--- config.mk ---
export PLATFORM = sky130hd
export DESIGN_NAME = vga_fb_arbiter
export DESIGN_NICKNAME = d
export VERILOG_FILES = /design/src/rtl/vga_pkg.sv /design/src/rtl/vga_fetch_sched.sv /design/src/rtl/vga_fb_arbiter.sv
export SDC_FILE = /design/constraint.sdc
export NUM_CORES = 1
export LEC_CHECK = 0
export CORE_MARGIN = 2
export CORE_UTILIZATION = 47
export CTS_CLUSTER_DIAMETER = 80
export DETAILED_ROUTE_END_ITERATION = 7
export GPL_ROUTABILITY_DRIVEN = 0
export GPL_TIMING_DRIVEN = 0
export PLACE_DENSITY = 0.81
export SYNTH_ARGS = -nofsm -noshare
export SYNTH_HDL_FRONTEND = slang
export SYNTH_SLANG_ARGS = --single-unit
--- constraint.sdc ---
create_clock -name clk -period 9.2 [get_ports clk]
set_input_delay 2.3 -clock clk [delete_from_list [all_inputs] [get_ports clk]]
set_output_delay 2.3 -clock clk [all_outputs]
set_load 0.005 [all_outputs]
--- src/rtl/vga_pkg.sv ---
// ============================================================================
// Module  : vga_pkg
// Purpose : Shared constants, state encoding and the cell-address helper for
//           the VGA cell frame buffer arbiter.
// Ports   : none (package)
// Revision: 1.0 - initial release
// ============================================================================
`default_nettype none

package vga_pkg;

    localparam int H_TOTAL   = 800;
    localparam int V_TOTAL   = 521;
    localparam int H_ACTIVE  = 640;
    localparam int V_ACTIVE  = 480;
    localparam int CELL_COLS = 160;
    localparam int CELL_ROWS = 120;
    localparam int FB_DEPTH  = 19200;

    typedef enum logic [0:0] {
        IDLE  = 1'b0,
        CLEAR = 1'b1
    } state_t;

    // row*160 + col as row*128 + row*32 + col; keeps multipliers out of the
    // address path.
    function automatic logic [14:0] cell_addr(input logic [6:0] row,
                                              input logic [7:0] col);
        logic [14:0] r;
        r = {8'd0, row};
        return (r << 7) + (r << 5) + {7'd0, col};
    endfunction

endpackage

`default_nettype wire

--- src/rtl/vga_fetch_sched.sv ---
// ============================================================================
// Module  : vga_fetch_sched
// Purpose : Combinational display-prefetch slot detector. Flags the cycles in
//           which the frame RAM must be read for the display and produces the
//           cell address to read.
// Ports   : start_i    - display enable
//           pixel_x_i  - horizontal count
//           pixel_y_i  - vertical count
//           rd_en_o    - this cycle is a display read slot
//           rd_addr_o  - cell address for the display read
// Revision: 1.0 - initial release
// ============================================================================
`default_nettype none

module vga_fetch_sched #(
    parameter int H_TOTAL  = vga_pkg::H_TOTAL,
    parameter int V_TOTAL  = vga_pkg::V_TOTAL,
    parameter int H_ACTIVE = vga_pkg::H_ACTIVE,
    parameter int V_ACTIVE = vga_pkg::V_ACTIVE,
    parameter int ADDR_W   = 15
) (
    input  logic              start_i,
    input  logic [9:0]        pixel_x_i,
    input  logic [9:0]        pixel_y_i,
    output logic              rd_en_o,
    output logic [ADDR_W-1:0] rd_addr_o
);

    logic [9:0] w_ny;
    logic [6:0] w_row;
    logic [7:0] w_col;

    always_comb begin
        rd_en_o = 1'b0;
        w_row   = 7'd0;
        w_col   = 8'd0;
        w_ny    = (pixel_y_i == 10'(V_TOTAL - 1)) ? 10'd0 : pixel_y_i + 10'd1;
        if (start_i) begin
            // x = 4k+2, k = 0..158: fetch the cell that starts at x = 4k+4.
            if ((pixel_x_i[1:0] == 2'd2) && (pixel_x_i < 10'(H_ACTIVE - 4)) &&
                (pixel_y_i < 10'(V_ACTIVE))) begin
                rd_en_o = 1'b1;
                w_row   = pixel_y_i[8:2];
                w_col   = pixel_x_i[9:2] + 8'd1;
            end else if ((pixel_x_i == 10'(H_TOTAL - 1)) &&
                         (w_ny < 10'(V_ACTIVE))) begin
                // Last cycle of the line: column 0 of the upcoming line.
                rd_en_o = 1'b1;
                w_row   = w_ny[8:2];
                w_col   = 8'd0;
            end
        end
    end

    assign rd_addr_o = ADDR_W'(vga_pkg::cell_addr(w_row, w_col));

endmodule

`default_nettype wire

--- src/rtl/vga_fb_arbiter.sv ---
// ============================================================================
// Module  : vga_fb_arbiter
// Purpose : Single-port cell frame RAM arbiter. Display prefetch reads take
//           fixed slots, a background clear runs on request, and drawing
//           writes use every remaining cycle. Drives the current pixel colour.
// Ports   : clk, rst            - clock, synchronous active-high reset
//           start_i, blank_i    - display enable, visible-region flag
//           pixel_x_i/pixel_y_i - timing generator counts
//           wr_req_i/addr/data  - drawing write request, wr_ack_o accept
//           clr_req_i/clr_color - frame clear request, busy_o, clr_done_o
//           ram_*               - frame RAM interface
//           color_out_o         - colour for the current pixel
// Revision: 1.0 - initial release
// ============================================================================
`default_nettype none

module vga_fb_arbiter #(
    parameter int H_TOTAL   = 800,
    parameter int V_TOTAL   = 521,
    parameter int H_ACTIVE  = 640,
    parameter int V_ACTIVE  = 480,
    parameter int CELL_COLS = 160,
    parameter int CELL_ROWS = 120,
    parameter int ADDR_W    = 15,
    parameter int DATA_W    = 8
) (
    input  logic              clk,
    input  logic              rst,
    input  logic              start_i,
    input  logic [9:0]        pixel_x_i,
    input  logic [9:0]        pixel_y_i,
    input  logic              blank_i,
    input  logic              wr_req_i,
    input  logic [ADDR_W-1:0] wr_addr_i,
    input  logic [DATA_W-1:0] wr_data_i,
    output logic              wr_ack_o,
    input  logic              clr_req_i,
    input  logic [DATA_W-1:0] clr_color_i,
    output logic              busy_o,
    output logic              clr_done_o,
    output logic              ram_en_o,
    output logic              ram_we_o,
    output logic [ADDR_W-1:0] ram_addr_o,
    output logic [DATA_W-1:0] ram_wdata_o,
    input  logic [DATA_W-1:0] ram_rdata_i,
    output logic [DATA_W-1:0] color_out_o
);

    import vga_pkg::state_t;
    import vga_pkg::IDLE;
    import vga_pkg::CLEAR;

    localparam int          FB_CELLS = CELL_COLS * CELL_ROWS;
    localparam [ADDR_W-1:0] FB_LIMIT = ADDR_W'(FB_CELLS);
    localparam [ADDR_W-1:0] FB_LAST  = ADDR_W'(FB_CELLS - 1);

    state_t              state_q;
    logic [ADDR_W-1:0]   clr_cnt_q;
    logic [DATA_W-1:0]   clr_color_q;
    logic [DATA_W-1:0]   cur_cell_q;
    logic                disp_rd_q;
    logic                busy_q;
    logic                clr_done_q;

    logic                w_slot_rd;
    logic [ADDR_W-1:0]   w_slot_addr;
    logic                w_clr_wr;

    vga_fetch_sched #(
        .H_TOTAL  (H_TOTAL),
        .V_TOTAL  (V_TOTAL),
        .H_ACTIVE (H_ACTIVE),
        .V_ACTIVE (V_ACTIVE),
        .ADDR_W   (ADDR_W)
    ) u_sched (
        .start_i   (start_i),
        .pixel_x_i (pixel_x_i),
        .pixel_y_i (pixel_y_i),
        .rd_en_o   (w_slot_rd),
        .rd_addr_o (w_slot_addr)
    );

    // Port arbitration: display slot > clear > drawing write. RAM strobes are
    // held low while rst is asserted so a reset cycle never commits a write.
    always_comb begin
        wr_ack_o    = 1'b0;
        ram_en_o    = 1'b0;
        ram_we_o    = 1'b0;
        ram_addr_o  = '0;
        ram_wdata_o = '0;
        w_clr_wr    = 1'b0;
        if (!rst) begin
            if (w_slot_rd) begin
                ram_en_o   = 1'b1;
                ram_addr_o = w_slot_addr;
            end else if (state_q == CLEAR) begin
                ram_en_o    = 1'b1;
                ram_we_o    = 1'b1;
                ram_addr_o  = clr_cnt_q;
                ram_wdata_o = clr_color_q;
                w_clr_wr    = 1'b1;
            end else if (wr_req_i) begin
                // Out-of-range writes are acknowledged but dropped.
                wr_ack_o = 1'b1;
                if (wr_addr_i < FB_LIMIT) begin
                    ram_en_o    = 1'b1;
                    ram_we_o    = 1'b1;
                    ram_addr_o  = wr_addr_i;
                    ram_wdata_o = wr_data_i;
                end
            end
        end
    end

    always_ff @(posedge clk) begin
        if (rst) begin
            state_q     <= IDLE;
            clr_cnt_q   <= '0;
            clr_color_q <= '0;
            cur_cell_q  <= '0;
            disp_rd_q   <= 1'b0;
            busy_q      <= 1'b0;
            clr_done_q  <= 1'b0;
        end else begin
            // Read data is valid the cycle after the slot; capture it then.
            disp_rd_q  <= w_slot_rd;
            if (disp_rd_q) begin
                cur_cell_q <= ram_rdata_i;
            end
            clr_done_q <= 1'b0;
            case (state_q)
                IDLE: begin
                    if (clr_req_i) begin
                        state_q     <= CLEAR;
                        busy_q      <= 1'b1;
                        clr_color_q <= clr_color_i;
                        clr_cnt_q   <= '0;
                    end
                end
                CLEAR: begin
                    if (w_clr_wr) begin
                        if (clr_cnt_q == FB_LAST) begin
                            state_q    <= IDLE;
                            busy_q     <= 1'b0;
                            clr_done_q <= 1'b1;
                            clr_cnt_q  <= '0;
                        end else begin
                            clr_cnt_q <= clr_cnt_q + 1'b1;
                        end
                    end
                end
                default: begin
                    state_q <= IDLE;
                    busy_q  <= 1'b0;
                end
            endcase
        end
    end

    assign busy_o      = busy_q;
    assign clr_done_o  = clr_done_q;
    assign color_out_o = (start_i && blank_i) ? cur_cell_q : '0;

endmodule

`default_nettype wire

==> results.toml <==
[synthesis]
complex_gate_fraction_of_the_synthesized_area_pct = 27.9
yosys-top-cells-area = "dfxtp_1, mux2i_1, ha_1"
adder_cell_share_of_the_synthesized_area_pct = 7.19
post_synth.cell_area_avg_sq_um = 7.88
synth_seq_area_share_pct = 22.1
dominantRegCellSynth = "dfxtp_1"
synth_largest_area_cell = "dfxtp_1"
synth_simple_gate_area_share_pct = 28.2
postSynthNetCount = 484
post_synth_mux_area_share_pct = 6.01
synth-seq-cells = 35
synth_top_family_by_area = "simple AND/OR/NAND/NOR gates"
yosys.cell_types.count = 72
postSynthCellCount = 402
ys.warnings.count = 0
synth.cell_area_sq_um = 3170
yosys.area.top_type_share_pct = 22.1
postSynth.asyncResetShare_pct = 0
synth_edf_count = 0
synth-xor-area-share_pct = 2.49

[min_path]
hold_path_class = "flop to flop"

[clocking]
clock_path_buffers = 2
cts_buffers = 5
clock_tree_from_tritoncts = "yes"
clockRootBuffer = "clkbuf_8"
cts_hold_buf = 0
clk_latency_ns = 0.29
clock_sink_count = 35
clock_tree.htree_level_count = 2
clock_input_transition_at_the_sequential_cells_of_the_worst_setup_and_hold_paths_ns = 0.08

[critical_path]
critPathMaxFanout = 8
timing.critical_path.to_type = "output pin"
worst-setup-path-type = "input pin to output pin"
data_arrival_time_of_the_critical_path_ns = 6.72
critPathLaunchType = "input pin"
crit_required_ns = 6.90

[routing]
route.vias.total = 3595
routed_wirelength_um = 10200
detail_route.wl_per_cell_um = 17.5
top_metal_layer_carrying_routed_signals = "met4"
via_cell_ratio = 6.15
antenna_left = 0
met3_wirelength_um = 908
met1_length_um = 4250
number_of_search_and_repair_iterations_in_the_first_detailed_routing_pass = 5
drc = 0
routed-wl-met2_um = 4800
drtIter0Drc = 283

[timing]
rsz0062_at_grt = "false"
worst-slew-pin-transition_ns = 0.834
final_hold_viol_count = 0
max_clock_skew_ns = 0.00769
max_freq_ghz = 0.111
slew_limit_fails = 0
finalCriticalPeriod_ns = 9.02
final-setup-viol-count = 0
timing.setup.tns_ns = 0
period_utilization_post_route_pct = 98.1
slew_headroom_pct = 43.7

[power]
proportion_of_power_drawn_by_the_clock_network_pct = 38.7
ir_drop_v = 0.0000742
power.switching_fraction_pct = 26.6
finalPower_mw = 0.434
power.share.combinational_pct = 24.9
p_leak_nw = 1.71
cellPowerDensity_nw_per_um2 = 98.1
switching_power_mw = 0.115
pwr-share-seq_pct = 36.4
internal-power_mw = 0.319

[placement]
dp.final_hpwl_um = 7850
count_of_input_and_output_buffers = 96
dp.cells = 575

[floorplan]
die-area_sq_um = 7410
coreArea_sq_um = 6420
std_cell_rows = 29
io_pins = 101
initial_core_utilization_pct = 49.3
die_height_um = 86.1
die_x_um = 86.1

[cells_and_area]
finish.net_count = 589
instances_no_fill = 585
fraction_of_final_layout_cells_sized_beyond_drive_strength_1_pct = 10.0
n_antenna_cell = 0
nFillCells = 554
fin_util_pct = 68.9
area_overhead_vs_synth_pct = 39.8

[global_routing]
grt_remaining_overflow = 0
grt_pass1_vias = 3475
grt_pass1_wl_um = 16200
antenna_found_initial = 0
grtUsageTotal_pct = 27.2
largest_net_degree_at_the_start_of_global_routing = 12

[job]
maxCapViolations = 0

[outcome]
outcome = "finished clean"
## sequential cells by signal, indices dropped and copies added, names as in the netlist
name and count:
busy_o 1, clr_cnt_q 15, clr_color_q 8, clr_done_o 1, cur_cell_q 8, disp_rd_q 1
state_q 1
## per-stage QoR
| step | instance area (sq um) | setup WS, ns | hold WS (ns) |
|---|---|---|---|
| 2_1_floorplan | 3170 | 1.06 | 0.437 |
| 3_3_place_gp | 4220 | -0.225 | 0.445 |
| 3_5_place_dp | 4220 | -0.324 | 0.453 |
| 4_1_cts | 4380 | 0.0174 | 0.464 |
| 5_1_grt | 4430 | 0.0150 | 0.484 |
| 6_report | 4430 | 0.179 | 0.463 |
## worst max-delay path, cell delays in order
cell and delay [ns]:
clkdlybuf4s50_1 0.55, nor4b_1 0.44, and3_1 0.27, nor4_4 0.07, or3_1 0.45, o31ai_2 0.32
ha_1 0.30, ha_1 0.35, nor2b_1 0.16, o21a_1 0.18, o21a_1 0.21, o31a_1 0.27
a21oi_1 0.16, o22a_1 0.17, clkdlybuf4s50_1 0.52
## path summary, 6_finish.rpt
check / startpoint / end / slack, ns / cells after the start
setup / recovery: pixel_y_i[2] / ram_addr_o[12] / 0.18 / 15
hold / removal: clr_color_q[5] / clr_color_q[5] / 0.46 / 2
setup reg to reg: clr_cnt_q[0] / clr_cnt_q[8] / 6.57 / 7
hold reg to reg: clr_color_q[5] / clr_color_q[5] / 0.46 / 2
## cell usage in the layout, fill, tap and decap left out, drive strengths merged, types with 6 or more instances in the layout
cell type,count
clkdlybuf4s50,89
nor2,49
nand2,43
dfxtp,35
mux2i,19
nand3,17
a21oi,17
inv,16
clkbuf,16
ha,15
o21ai,15
buf,14
and3,12
a31oi,12
a22oi,8
nor3,8
o31ai,7
nand4,6
xnor2,6
o21a,6
dlymetal6s2s,6
and4,6
nor4,6
## final cells by class
cell class	count	area [sq um]	area share, %
clock buffer	6	72.6	1.64
sequential	35	701	15.8
buffer	22	125	2.83
inverter	18	68.8	1.55
clock inverter	2	60.1	1.36
multi-input combinational	327	2310	52.3
timing repair buffer	98	990	22.4
tap	77	96.3	2.18
## what timing repair did
item	4_1_cts	5_1_grt
setup buffers	1	1
resized for setup	6	11
setup endpoints to repair	4	4
pin swaps	1	4
hold endpoints to repair	0	0
## kinds of logic after synthesis
family                     after synthesis
DFF                                     35
muxes                                   19
and+or+nand+nor                        171
adders and majority gates               17
AOI/OAI and AO/OA                      111
xor gates and xnor gates                 9
buffers and inverters                   40
## synthesized netlist by cell type (6+ instances only)
| library cell | n |
|---|---|
| nor3_1 | 8 |
| xnor2_1 | 6 |
| o21a_1 | 6 |
| a21oi_1 | 16 |
| clkbuf_1 | 10 |
| nor2_1 | 48 |
| inv_1 | 16 |
| a22oi_1 | 8 |
| nand3_1 | 17 |
| nand4_1 | 6 |
| ha_1 | 15 |
| o31ai_1 | 7 |
| mux2i_1 | 19 |
| nand2_1 | 41 |
| a31oi_1 | 11 |
| and3_1 | 12 |
| o21ai_0 | 14 |
| dfxtp_1 | 35 |
## power groups by stage
stage	registers [mW]	clock network, mW	logic (mW)
6_report	0.158	0.168	0.108
5_1_grt	0.158	0.179	0.116
3_5_place_dp	0.162	0	0.105
4_1_cts	0.158	0.169	0.106
2_1_floorplan	0.161	0	0.0487
3_3_place_gp	0.161	0	0.103
## layer usage
layer  global-route usage [%]  up-vias
li1                         -     1713
met1                     32.8     1660
met2                     47.4      194
met3                     7.03       28
met4                     7.79        0
met5                        0        -
(Power assumes the default switching activity.)
